===== src/rtl/io_timer_if.sv =====
// io_timer_if: IO bus strobes, address and data between control unit and io_timer.
interface io_timer_if;
  logic IORead;
  logic IOWrite;
  logic timerCtrl;
  logic [2:0] address;
  logic [15:0] iowrite_data;
  logic [15:0] ioread_data;
  modport master(output IORead, IOWrite, timerCtrl, address, iowrite_data, input ioread_data);
  modport slave(input IORead, IOWrite, timerCtrl, address, iowrite_data, output ioread_data);
endinterface


===== src/rtl/io_timer.sv =====
// io_timer: two-channel memory-mapped timer/counter with terminal-count pulses.
module io_timer_ch #(parameter int PRESCALE = 1) (
  input  logic        clock,
  input  logic        reset,
  input  logic        pulse,
  input  logic        ctrl_wr,
  input  logic        init_wr,
  input  logic        status_rd,
  input  logic [15:0] wdata,
  output logic        running,
  output logic        done,
  output logic        cout,
  output logic [15:0] count
);
  logic mode, rpt, tick, dec, term;
  logic [15:0] init, pre;
  logic [2:0] sync;
  // sync[1] is the synchronized pulse, sync[2] its delayed copy for edge detection
  always_comb begin
    tick = pre == 16'(PRESCALE - 1);
    dec = running & (mode ? sync[1] & ~sync[2] : tick);
    term = running & (count == 16'd0 | (dec & count == 16'd1));
  end
  always_ff @(posedge clock) begin
    if (!reset) begin
      mode <= 1'b0;
      rpt <= 1'b0;
      init <= 16'd0;
      count <= 16'd0;
      pre <= 16'd0;
      running <= 1'b0;
      done <= 1'b0;
      cout <= 1'b0;
      sync <= 3'd0;
    end else begin
      sync <= {sync[1:0], pulse};
      cout <= term & ~ctrl_wr;
      if (init_wr) init <= wdata;
      if (ctrl_wr) begin
        mode <= wdata[0];
        rpt <= wdata[1];
        count <= init;
        running <= 1'b1;
        done <= 1'b0;
        pre <= 16'd0;
      end else begin
        pre <= (!running || tick) ? 16'd0 : pre + 16'd1;
        done <= term | (done & ~status_rd);
        // a zero count reached by loading INIT=0 never reloads, avoiding an endless pulse train
        if (term) begin
          count <= (rpt && count != 16'd0) ? init : 16'd0;
          running <= rpt && count != 16'd0;
        end else if (dec) count <= count - 16'd1;
      end
    end
  end
endmodule

module io_timer #(parameter int PRESCALE = 1) (
  input  logic         clock,
  input  logic         reset,
  io_timer_if.slave    bus,
  input  logic         pulse0,
  input  logic         pulse1,
  output logic         cout0,
  output logic         cout1
);
  logic wr, rd, run0, run1, done0, done1, unused_addr0;
  logic [1:0] sel;
  logic [15:0] count0, count1;
  assign unused_addr0 = bus.address[0];
  always_comb begin
    wr = bus.IOWrite & bus.timerCtrl;
    rd = bus.IORead & bus.timerCtrl;
    sel = bus.address[2:1];
    bus.ioread_data = !rd ? 16'h0000 :
                      sel == 2'd0 ? {14'd0, done0, run0} :
                      sel == 2'd1 ? {14'd0, done1, run1} :
                      sel == 2'd2 ? count0 : count1;
  end
  io_timer_ch #(.PRESCALE(PRESCALE)) ch0 (
    .clock(clock), .reset(reset), .pulse(pulse0),
    .ctrl_wr(wr && sel == 2'd0), .init_wr(wr && sel == 2'd2), .status_rd(rd && sel == 2'd0),
    .wdata(bus.iowrite_data), .running(run0), .done(done0), .cout(cout0), .count(count0)
  );
  io_timer_ch #(.PRESCALE(PRESCALE)) ch1 (
    .clock(clock), .reset(reset), .pulse(pulse1),
    .ctrl_wr(wr && sel == 2'd1), .init_wr(wr && sel == 2'd3), .status_rd(rd && sel == 2'd1),
    .wdata(bus.iowrite_data), .running(run1), .done(done1), .cout(cout1), .count(count1)
  );
endmodule

===== src/flat_wrapper.sv =====
// flat-port wrapper written by rule: the top's interface ports become plain ports
module io_timer_flat 
#(parameter int PRESCALE = 1)
  (clock, reset, pulse0, pulse1, cout0, cout1, bus_IORead, bus_IOWrite, bus_timerCtrl, bus_address, bus_iowrite_data, bus_ioread_data);
  io_timer_if bus_i ();
  input  logic clock;
  input  logic reset;
  input  logic pulse0;
  input  logic pulse1;
  output logic cout0;
  output logic cout1;
  input wire logic [$bits(bus_i.IORead)-1:0] bus_IORead;
  input wire logic [$bits(bus_i.IOWrite)-1:0] bus_IOWrite;
  input wire logic [$bits(bus_i.timerCtrl)-1:0] bus_timerCtrl;
  input wire logic [$bits(bus_i.address)-1:0] bus_address;
  input wire logic [$bits(bus_i.iowrite_data)-1:0] bus_iowrite_data;
  output wire logic [$bits(bus_i.ioread_data)-1:0] bus_ioread_data;
  assign bus_i.IORead = bus_IORead;
  assign bus_i.IOWrite = bus_IOWrite;
  assign bus_i.timerCtrl = bus_timerCtrl;
  assign bus_i.address = bus_address;
  assign bus_i.iowrite_data = bus_iowrite_data;
  assign bus_ioread_data = bus_i.ioread_data;
  io_timer #(.PRESCALE(PRESCALE)) u_core (.clock(clock), .reset(reset), .bus(bus_i), .pulse0(pulse0), .pulse1(pulse1), .cout0(cout0), .cout1(cout1));
endmodule

===== config.mk =====
export PLATFORM = sky130hd
export DESIGN_NAME = io_timer_flat
export DESIGN_NICKNAME = d
export VERILOG_FILES = /design/src/rtl/io_timer_if.sv /design/src/rtl/io_timer.sv /design/src/flat_wrapper.sv
export SDC_FILE = /design/constraint.sdc
export NUM_CORES = 1
export LEC_CHECK = 0
export ABC_AREA = 1
export ABC_CLOCK_PERIOD_IN_PS = 3900
export CORE_MARGIN = 8
export CORE_UTILIZATION = 45
export CTS_CLUSTER_DIAMETER = 40
export CTS_CLUSTER_SIZE = 12
export DETAILED_ROUTE_END_ITERATION = 6
export RECOVER_POWER = 25
export SLEW_MARGIN = 20
export SYNTH_ARGS = -nofsm -noshare
export SYNTH_HDL_FRONTEND = slang
export SYNTH_SLANG_ARGS = --single-unit

===== constraint.sdc =====
create_clock -name clock -period 3.9 [get_ports clock]
set_clock_uncertainty 0.1 [all_clocks]
set_input_delay 0.78 -clock clock [delete_from_list [all_inputs] [get_ports clock]]
set_output_delay 0.78 -clock clock [all_outputs]
set_load 0.03 [all_outputs]

[After elaboration in Yosys (flattened, before gate mapping)]
Index checks and enable logic that the tools add are counted.
Operators by class
  equal/unequal tests: 5
  bitwise gates (word level): 25
  $add $sub $neg: 4
  reductions and logical operators: 27
  mux-type cells: 18
Operators by type and width (number)
  two-way mux 16 bit: 12
  zero test 16 bit: 4
  adder 16 x 1 -> 16 bit (second input constant): 2
  == test 16 x 1 -> 1 bit (second input constant): 2
  nonzero test 16 bit: 2
  subtractor 16 x 1 -> 16 bit (second input constant): 2
  AND 1 bit: 14
  logical AND 1 bit: 8
  NOT 1 bit: 7
  two-way mux 1 bit: 6
  nonzero test 3 bit: 2
  OR reduction 3 bit: 2
  == test 2 bit (second input constant): 2
  OR 1 bit: 4
  nonzero test 2 bit: 2
  OR reduction 2 bit: 2
  == test 2 x 1 -> 1 bit (second input constant): 1
  zero test 1 bit: 2
  zero test 2 bit: 1
  logical OR 1 bit: 2
Storage, ports and cells
  output and inout bits: 18
  input port bits: 26
  register bits after elaboration: 112

[Longest topological paths before layout]
Gate-level depths: netlist (run 1).
  depth in word-level cells: 9
  depth in mapped cells: 14
  mapped depth without buffers: 13

[By module]
A second synthesis (run 1) with hierarchy kept.
Second synthesis, totals
  cells, all modules: 963
  area total of the unflattened synthesis: 6497.5 um2
Modules (own cells, without submodules)
  io_timer_ch (u_core.ch0): area an instance 3100.5 um2, cells each 442, seq. area each 1121.1 um2, times used 1
  io_timer_ch (u_core.ch1): area an instance 3041.7 um2, cells each 443, seq. area each 1121.1 um2, times used 1
  io_timer: area an instance 355.3 um2, cells each 78, seq. area each 0.0 um2, times used 1

[Least setup slack after synthesis (run 1)]
Ideal clock, no wire load.
  kind: input to output
  start: input port bus_address[2]
  end: output port bus_ioread_data[10]
  stages on the path: 5
  data required time: 3.020 ns
  path slack: 1.045 ns
  arrival: 1.975 ns
  cells stage by stage: inv_1 nor2_1 clkbuf_1 nand2_1 a21oi_1
On the way
  word-level cells in the longest chain between the ends: 5
  elaborated cells between the ends (all ways): 7
  those cells by class: 2 x eq/ne; 4 x mux; 1 x reduce/logical
Ends and longest elaborated chain
  start, declared: line flat_wrapper.sv:15  | input wire logic [$bits(bus_i.address)-1:0] bus_address;
  == test 2 bit: line io_timer.sv:79  | sel == 2'd2 ? count0 : count1;
  two-way mux 16 bit: line io_timer.sv:79
  two-way mux 16 bit: line io_timer.sv:78  | sel == 2'd1 ? {14'd0, done1, run1} :
  two-way mux 16 bit (*): line io_timer.sv:77  | sel == 2'd0 ? {14'd0, done0, run0} :
  two-way mux 16 bit (*): line io_timer.sv:76  | bus.ioread_data = !rd ? 16'h0000 :
  end, declared: line flat_wrapper.sv:17  | output wire logic [$bits(bus_i.ioread_data)-1:0] bus_ioread_data;
Every way passes the cells marked *; elsewhere a longest branch is shown, timed or not.

[Worst setup path after layout (run 1)]
  start: input port bus_address[1]
  end: register u_core.ch1.count[9]
On the way
  word-level cells in the longest chain between the ends: 3
  elaborated cells between the ends (all ways): 4
  those cells by class: 1 x eq/ne; 1 x mux; 2 x reduce/logical
Ends and longest elaborated chain
  == test 2 x 1 -> 1 bit (*): line io_timer.sv:88  | .ctrl_wr(wr && sel == 2'd1), .init_wr(wr && sel == 2'd3), .status_rd(rd && sel == 2'd1),
  logical AND 1 bit (*): line io_timer.sv:88
  nonzero test 3 bit (no line) / two-way mux 16 bit (equally long branches)
  end signal, assigned: line io_timer.sv:42  | count <= init;
  end signal, assigned: line io_timer.sv:51  | count <= (rpt && count != 16'd0) ? init : 16'd0;
  end signal, assigned: line io_timer.sv:53  | end else if (dec) count <= count - 16'd1;
  end, declared: line io_timer.sv:13  | output logic [15:0] count
Marked as above.
A chain may end at the register's enable or synchronous reset.

==> results.txt, run 1 <==
The number of global-route vias before repair came out at 5,709. The final net count is 1,066. In this run, synthesis inferred 0 flip-flops with an integrated enable. The worst setup path is launched from a primary input. The starting density of the core is 46.0%. The average vias per placed instance came out at about 5.0. The design internal power is about 2 mW. The CTS buffer count is 9. Along the worst hold path, the cell count comes to 2. The clock period minus worst slack came out at about 3.5 ns. The count of pins on the block boundary came out at 44.

The root buffer cell chosen for the clock tree is sky130_fd_sc_hd__clkbuf_16. The uppermost layer routed is met4. The sink of the worst hold path is u_core.ch1.sync[1]. The worst path meets setup with ~0.44 ns of slack. The portion of synthesized area spent on multiplexers is 0%.

The remaining global-route overflow came out at 0. The run finished, with violations left. In this run the most critical hold path is launched from u_core.ch1.sync[0]. The total vias in the final route came out at 6,092.

The smallest hold slack is about 0.32 ns. For this block, the routed nets add up to 17.9 mm of wire. The final reports fail on capacitance limit, slew limit. The layout cell share with drive strength beyond 1 came out at about 8%. The relative area change from synthesis to final layout is 13.8%. Summing the areas of all fa, ha and maj instances in the mapped netlist gives just under 2% of the synthesized area. The normalized max-slew margin is -61.2%. The share of synthesized registers carrying an async set or reset came out at 0%. The worst IR drop on VDD came out at approximately 0.25 mV.

Power spread over the standard cell area amounts to 423 mW/mm^2. The count of instances resized after the clock tree is built came out at 0. The number of buffers added on ports is between 40 and 50.

The setup fix buffers added after clock tree synthesis is 0. The congestion estimate from routability-driven global placement came to slightly below 0.9. The mean cell area of the mapped netlist is between 6 and 7 sq um.

In this run, post-CTS hold repair placed 0 buffers. The width of the die is 135 microns. In this run the vertical extent of the chip is 135 microns. In this run the critical register-to-register path is launched from u_core.ch0.running. The count of final max-slew check failures is 61. The xor/xnor cell area share of the yosys netlist came out at 3.15%. The simple-gate share of the synthesized area came out at 33.3%.

In the routed design, unresolved DRC markers number 0. The overall power of the completed layout is slightly above 3 mW. In this run the worst hold path is classified as reg -> reg. The part of the power in the clock network came out at between 30% and 40%. The wire length per cell came out at roughly 15 microns. The leakage power total is roughly 3.1 nW. The count of cell types in the netlist is 42. The required time at the worst-slack endpoint is 4.08 ns. The number of maximum-capacitance constraint violations is 1. The synthesized netlist devotes 15.9% of its cell area to compound gates.

The predominant post-synthesis flop cell is sky130_fd_sc_hd__dfxtp_1. The wire-length estimate of the detail-placed layout is 13.3 mm. The maximum number of pins on one net before global-route repair is a little over 60.

The met1 wire length came out at between 8 and 9 mm. The largest family of logic cells by synthesized area is simple AND/OR/NAND/NOR gates. The net count after synthesis came out at between 1,000 and 1,500. The first-pass GRT wire length is roughly 30 mm. The post-route clock period utilization is approximately nine tenths. The clock sink count is 112. The routed length on met2 is 8.22 mm. TritonCTS built the clock tree. The first-pass iteration count of the detailed router came out at 5. At the placement stage, the worst setup path has a slack of 0.521 ns.

The cell count after synthesis came out at approximately 990. Summed over all failing endpoints, the final setup total negative slack is 0 ns. Once placement completed, the tool counted placed cells totaling 1,199. Clock latency on the worst-skew pair, taken at its later pin, is between 0.3 and 0.4 ns. Registers are responsible for 41.0% of the overall power. The post-detailed-route count of antenna-violating nets is 0. For the worst flop-to-flop path, the logic depth is 10. The worst setup path is captured at a register. Counting flops and latches in the post-synthesis netlist gives around 110.

The number of warning messages in the yosys log is 0. In this run the worst path has a maximum fanout of 28. The deepest level of the CTS H-tree is 3. The clock-pin transition on the worst setup and hold timing paths is roughly 0.070 ns.

The number of antenna diodes in the final layout is 0. The final standard cell count with taps included and fillers excluded is 1,215. The die covers around 0.018 sq mm. The post-synthesis instance area is 0.00639 sq mm. The transition at the pin with the smallest max-transition slack is ~2.4 ns. The critical path data arrival time is between 3 and 4 ns. Setup slack on the worst reg-to-reg path comes out at between 1.5 and 2 ns. The setup path with the least slack is of type in -> reg. The power dissipated by switching net loads is around 1.0 mW. The combinational group share of total power is 27.1%. After floorplanning, the core was sized to cover between 0.01 and 0.015 sq mm. The hold violation total from the final report is 0. The highest attainable clock frequency came out at slightly below 300 MHz.

The largest buffer count on any clock path is 2. The number of cell rows is 43. The endpoint identified for the worst register-to-register timing path is u_core.ch0.count[15]. The register area share after synthesis came out at between 30% and 40%. The number of endpoints failing setup at the final stage is 0. The aggregate global-route resource usage came out at between 10% and 20%.

The switching power share of the total came out at between 30% and 40%. Setup repair after global routing left no endpoint under its margin. The routed wire length on met3 is around 830 microns. For this block, the initial DRC count from the detailed router was 490.

The number of antenna violations at the first check in global routing came out at 0.
-- cells in the mapped netlist (4+ instances only) --
master                     number  area [sq um]
sky130_fd_sc_hd__nand4_1        4          25.0
sky130_fd_sc_hd__nand2_2        6          37.5
sky130_fd_sc_hd__o21ai_1       10          50.1
sky130_fd_sc_hd__o211ai_1       5          37.5
sky130_fd_sc_hd__ha_1          10           125
sky130_fd_sc_hd__nand2_1      229           860
sky130_fd_sc_hd__nor2_1       135           507
sky130_fd_sc_hd__inv_2          5          18.8
sky130_fd_sc_hd__nor2_2         7          43.8
sky130_fd_sc_hd__nor2_4         5          56.3
sky130_fd_sc_hd__buf_4          4          30.0
sky130_fd_sc_hd__xor2_1        18           158
sky130_fd_sc_hd__inv_1        129           484
sky130_fd_sc_hd__buf_2          8          40.0
sky130_fd_sc_hd__nor3_1         6          30.0
sky130_fd_sc_hd__nand3_1       84           420
sky130_fd_sc_hd__dfxtp_1      112          2240
sky130_fd_sc_hd__a21oi_1       81           405
sky130_fd_sc_hd__xnor2_1        5          43.8
sky130_fd_sc_hd__nor3b_1        6          45.0
sky130_fd_sc_hd__clkbuf_1      18          67.6
sky130_fd_sc_hd__o21ai_0       72           360
-- cells in the final DEF (no fill, tap or decap), types with 9 or more instances in the layout --
cell type and n:
sky130_fd_sc_hd__nand2_1 229, sky130_fd_sc_hd__nor2_1 136, sky130_fd_sc_hd__inv_1 129, sky130_fd_sc_hd__dfxtp_1 112, sky130_fd_sc_hd__nand3_1 84, sky130_fd_sc_hd__a21oi_1 81, sky130_fd_sc_hd__o21ai_0 74, sky130_fd_sc_hd__buf_4 32
sky130_fd_sc_hd__clkdlybuf4s50_1 24, sky130_fd_sc_hd__xor2_1 18, sky130_fd_sc_hd__ha_1 10, sky130_fd_sc_hd__clkbuf_16 9
-- layer usage --
metal / GRT usage (%) / vias up
met5: 0 / -
met4: 5.00 / 0
met3: 3.71 / 13
met2: 32.4 / 135
met1: 26.8 / 2721
li1: - / 3223
-- state kept, by name, summed over array words and instances (netlist names), 3 cells and up --
register and flops:
u_core.ch1.count 16, u_core.ch0.pre 16, u_core.ch0.count 16, u_core.ch0.sync 3, u_core.ch1.sync 3, u_core.ch0.init 16
u_core.ch1.init 16, u_core.ch1.pre 16
-- critical path: stages --
cell and delay (ns):
sky130_fd_sc_hd__dlygate4sd3_1 0.68, sky130_fd_sc_hd__inv_2 0.07, sky130_fd_sc_hd__nor2_2 0.11, sky130_fd_sc_hd__inv_2 0.05
sky130_fd_sc_hd__nor2_1 0.58, sky130_fd_sc_hd__inv_2 0.43, sky130_fd_sc_hd__o211ai_4 0.41, sky130_fd_sc_hd__o21ai_0 0.19
sky130_fd_sc_hd__inv_1 0.12, sky130_fd_sc_hd__nand2_1 0.06, sky130_fd_sc_hd__a21oi_1 0.13
-- worst max-delay path by stage --
stage | slack, ns | depth (start not counted) | end | startpoint
final | 0.44 | 11 | u_core.ch1.count[9] | bus_address[1]
after global routing | 0.21 | 4 | u_core.ch1.init[15] | reset
after CTS | 0.52 | 7 | bus_ioread_data[2] | bus_address[2]
after detailed placement | 0.52 | 7 | bus_ioread_data[2] | bus_address[2]
after global placement | 0.54 | 7 | bus_ioread_data[2] | bus_address[2]
after floorplan | 1.04 | 5 | bus_ioread_data[10] | bus_address[2]
-- through the flow --
stage	util (%)	area [sq um]
4_1_cts	52.5	7290
6_report	52.4	7270
5_1_grt	52.4	7270
2_1_floorplan	-	6390
3_5_place_dp	50.2	6970
3_3_place_gp	50.2	6970
-- kinds of logic after synthesis --
kind of cell               Yosys count
and+or+nand+nor                    492
buffers and inverters              170
DFF                                112
adders and majority gates           10
AOI/OAI and AO/OA                  185
xor gates and xnor gates            23
-- power groups by stage --
stage | clock network [mW] | logic, mW | registers [mW]
global route | 1.05 | 0.948 | 1.27
finish | 0.979 | 0.833 | 1.26
CTS | 1.01 | 0.831 | 1.26
detailed placement | 0 | 0.826 | 1.29
global placement | 0 | 0.824 | 1.29
floorplan | 0 | 0.644 | 1.26
-- cell type report --
type                            count  area (sq um)
Clock buffer                       12           256
Inverter                          137           514
Clock inverter                      4          56.3
Timing Repair Buffer               60           518
Tap cell                          180           225
Multi-Input combinational cell    710          3460
Sequential cell                   112          2240
Fill cell                        1500          6610
(Power assumes the default switching activity.)
==> run 2, diff against run 1 <==
Settings changed: CORE_ASPECT_RATIO set to 2, PLACE_DENSITY_LB_ADDON set to 0.25.
==> run 2 against run 1 <==
The run still ends with capacitance limit, slew limit left. Via count increased by 1.3%. Register-to-register slack got worse by 0.72 ns. Non-clock buffer count decreased by 6. Hold slack got worse by 0.0059 ns. Clock power decreased by 7.2%.
==> results.txt, run 2 (same netlist as run 1, synthesis figures left out) <==
The run finished, with violations left. The checks that failed: capacitance limit, slew limit. The final net count is between 1,000 and 1,500. The final critical path takes up a little over nine tenths of the cycle. The width of the die is roughly 100 microns. Along the worst path, the maximum fanout reaches 5. CTS built an H-tree with a depth of 3.

The core box area came out at ~0.014 sq mm. The wire length per cell came out at around 14 microns. The logic depth of the worst register-to-register path came out at 10. The final standard cell count with taps included and fillers excluded is 1,218. The highest attainable clock frequency came out at 273 MHz.

The endpoint of the most critical register-to-register path is u_core.ch0.count[11]. The aggregate global-route resource usage came out at around a fifth. Max-cap violations in this run came to 1. The final weighted congestion in routability-driven placement is between 0.9 and 1. Before antenna repair, the detailed router went through 6 iterations. The first global-routing pass estimated approximately 28 mm of wire. Across the VDD grid, the largest voltage drop is about 0.22 mV.

The final-layout fill cell count is 1,452. The post-detailed-route count of antenna-violating nets is 0. The worst setup path is of the in -> out kind.

CTS saw approximately 110 sinks. The starting density of the core is 46.0%. Power spread over the standard cell area amounts to between 400 and 500 mW/mm^2. The total vias in the final route came out at 6,170.

The layer flagged by global routing as most heavily used is met2. After detailed placement, the design holds a cell count of 1,202. The transition at the pin with the smallest max-transition slack came out at 2.27 ns. The cts-stage hold buffer count came out at 0. The clock-pin transition on the worst setup and hold timing paths came out at around 0.070 ns. The count of pins on the block boundary came out at 44.

Leaving out fill and tap cells, the most frequent cells in the layout are sky130_fd_sc_hd__nand2_1, sky130_fd_sc_hd__nor2_1, sky130_fd_sc_hd__inv_1. Using the TritonRoute via totals, the vias-per-cell ratio works out to 5.07. The remaining design rule violation count is 0. TritonCTS built the clock tree. In this run the clock root is driven by a sky130_fd_sc_hd__clkbuf_16.

In the global route stage, met3 resource usage came out at 2.61%. The worst min-delay path class is reg -> reg. The total routed wirelength came out at ~18 mm. The global routing usage on met1 came out at 17.8%. The overall power of the completed layout came out at ~3 mW.

Once the clock tree was built, the resizer swapped 0 gates to a different size. Measured against its own limit, the worst slew margin works out to -51.6%. The layout cell share with drive strength beyond 1 came out at between 7 and 8%. The leakage power total is around 3.1 nW. The number of antenna repair diodes came out at 0.

Setup repair after global routing left no endpoint under its margin. The largest buffer count on any clock path came out at 2. Setup violations remaining at the end of the flow were counted as 0.

The number of global-route vias before repair came to 5,996. The maximum number of pins on one net before global-route repair is 61. The remaining global-route overflow came out at 0. The worst hold path begins at u_core.ch1.sync[0]. Data arrives at the worst endpoint at roughly 2.8 ns.

The die boundary height is between 150 and 200 microns. Setup slack on the worst reg-to-reg path comes out at between 0.8 and 0.9 ns. The count of final max-slew check failures is between 60 and 70.

Buffers placed on the I/O ports in this run total 42. The number of cell rows is 61. The CTS buffer count is 9.

The die covers around 0.018 sq mm. In the final layout, the multi-input gates occupy approximately 0.0035 sq mm. Subtracting the final worst setup slack from the clock period gives around 3.7 ns. The launch point of the worst reg-to-reg path is u_core.ch0.running. The number of antenna violations at the first check in global routing is 0. The hold violation total from the final report is 0. The worst setup path is captured at an output port. The required time at the worst-slack endpoint is between 3 and 4 ns. The detailed placement HPWL is 13.5 mm.

At the later pin of the worst-skew pair, clock insertion delay measures 0.35 ns. The sequential cell area came out at roughly 0.0022 sq mm. Counting instances, the worst hold path has a depth of 2. The type of element launching the critical path is a primary input. For hold timing, the worst endpoint is u_core.ch1.sync[1]. The leading cell type in the layout, fill and taps excluded is sky130_fd_sc_hd__nand2_1.

The relative area change from synthesis to final layout came out at 13.8%. Post-CTS timing repair inserted 0 buffers for setup. Setup total negative slack on the finished layout was measured at 0 ns. The met2 capacity usage during global routing is between 30% and 40%.

The violation count after the first detailed-routing iteration came out at 361.
-- run 2: layout make-up --
class / instances / area share (%)
multi-input combinational: 710 / 47.5
tap: 189 / 3.25
clock inverter: 6 / 0.688
sequential: 112 / 30.8
clock buffer: 10 / 3.29
inverter: 137 / 7.07
timing repair buffer: 54 / 7.36
-- run 2: where the power goes --
group	total [mW]	switching (mW)	internal [mW]
Combinational	0.841	0.544	0.297
Sequential	1.25	0.0602	1.19
Clock	0.909	0.448	0.461
-- run 2: per-layer routing --
metal | routed length [microns] | vias to the layer above
met2 | 9870 | 125
met5 | 0 | -
li1 | - | 3217
met4 | 812 | 0
met1 | 6400 | 2781
met3 | 455 | 47
-- run 2: worst max-delay path, cell delays in order --
cell	delay, ns
sky130_fd_sc_hd__dlygate4sd3_1	0.67
sky130_fd_sc_hd__nor2_1	0.07
sky130_fd_sc_hd__inv_1	0.12
sky130_fd_sc_hd__o221ai_1	0.12
sky130_fd_sc_hd__a221oi_1	0.29
sky130_fd_sc_hd__clkdlybuf4s50_1	0.73
-- run 2: worst max-delay path by stage --
stage	startpoint	endpoint	slack, ns	cells after the start
floorplan	bus_address[2]	bus_ioread_data[10]	1.04	5
global placement	bus_address[1]	bus_ioread_data[0]	0.38	6
detailed placement	bus_address[1]	bus_ioread_data[0]	0.38	6
CTS	bus_address[1]	bus_ioread_data[0]	0.36	6
global route	bus_address[1]	u_core.ch1.count[12]	0.14	11
finish	bus_address[1]	bus_ioread_data[0]	0.24	6
-- run 2: metrics by stage --
step                hold slack, ns  worst slack, ns  utilization, %  instance area (sq um)
detailed placement           0.300            0.376            50.4                   7000
CTS                          0.320            0.363            52.5                   7290
floorplan                    0.290             1.04               -                   6390
global placement             0.307            0.382            50.4                   7000
global route                 0.344            0.140            52.4                   7270
finish                       0.318            0.244            52.4                   7270
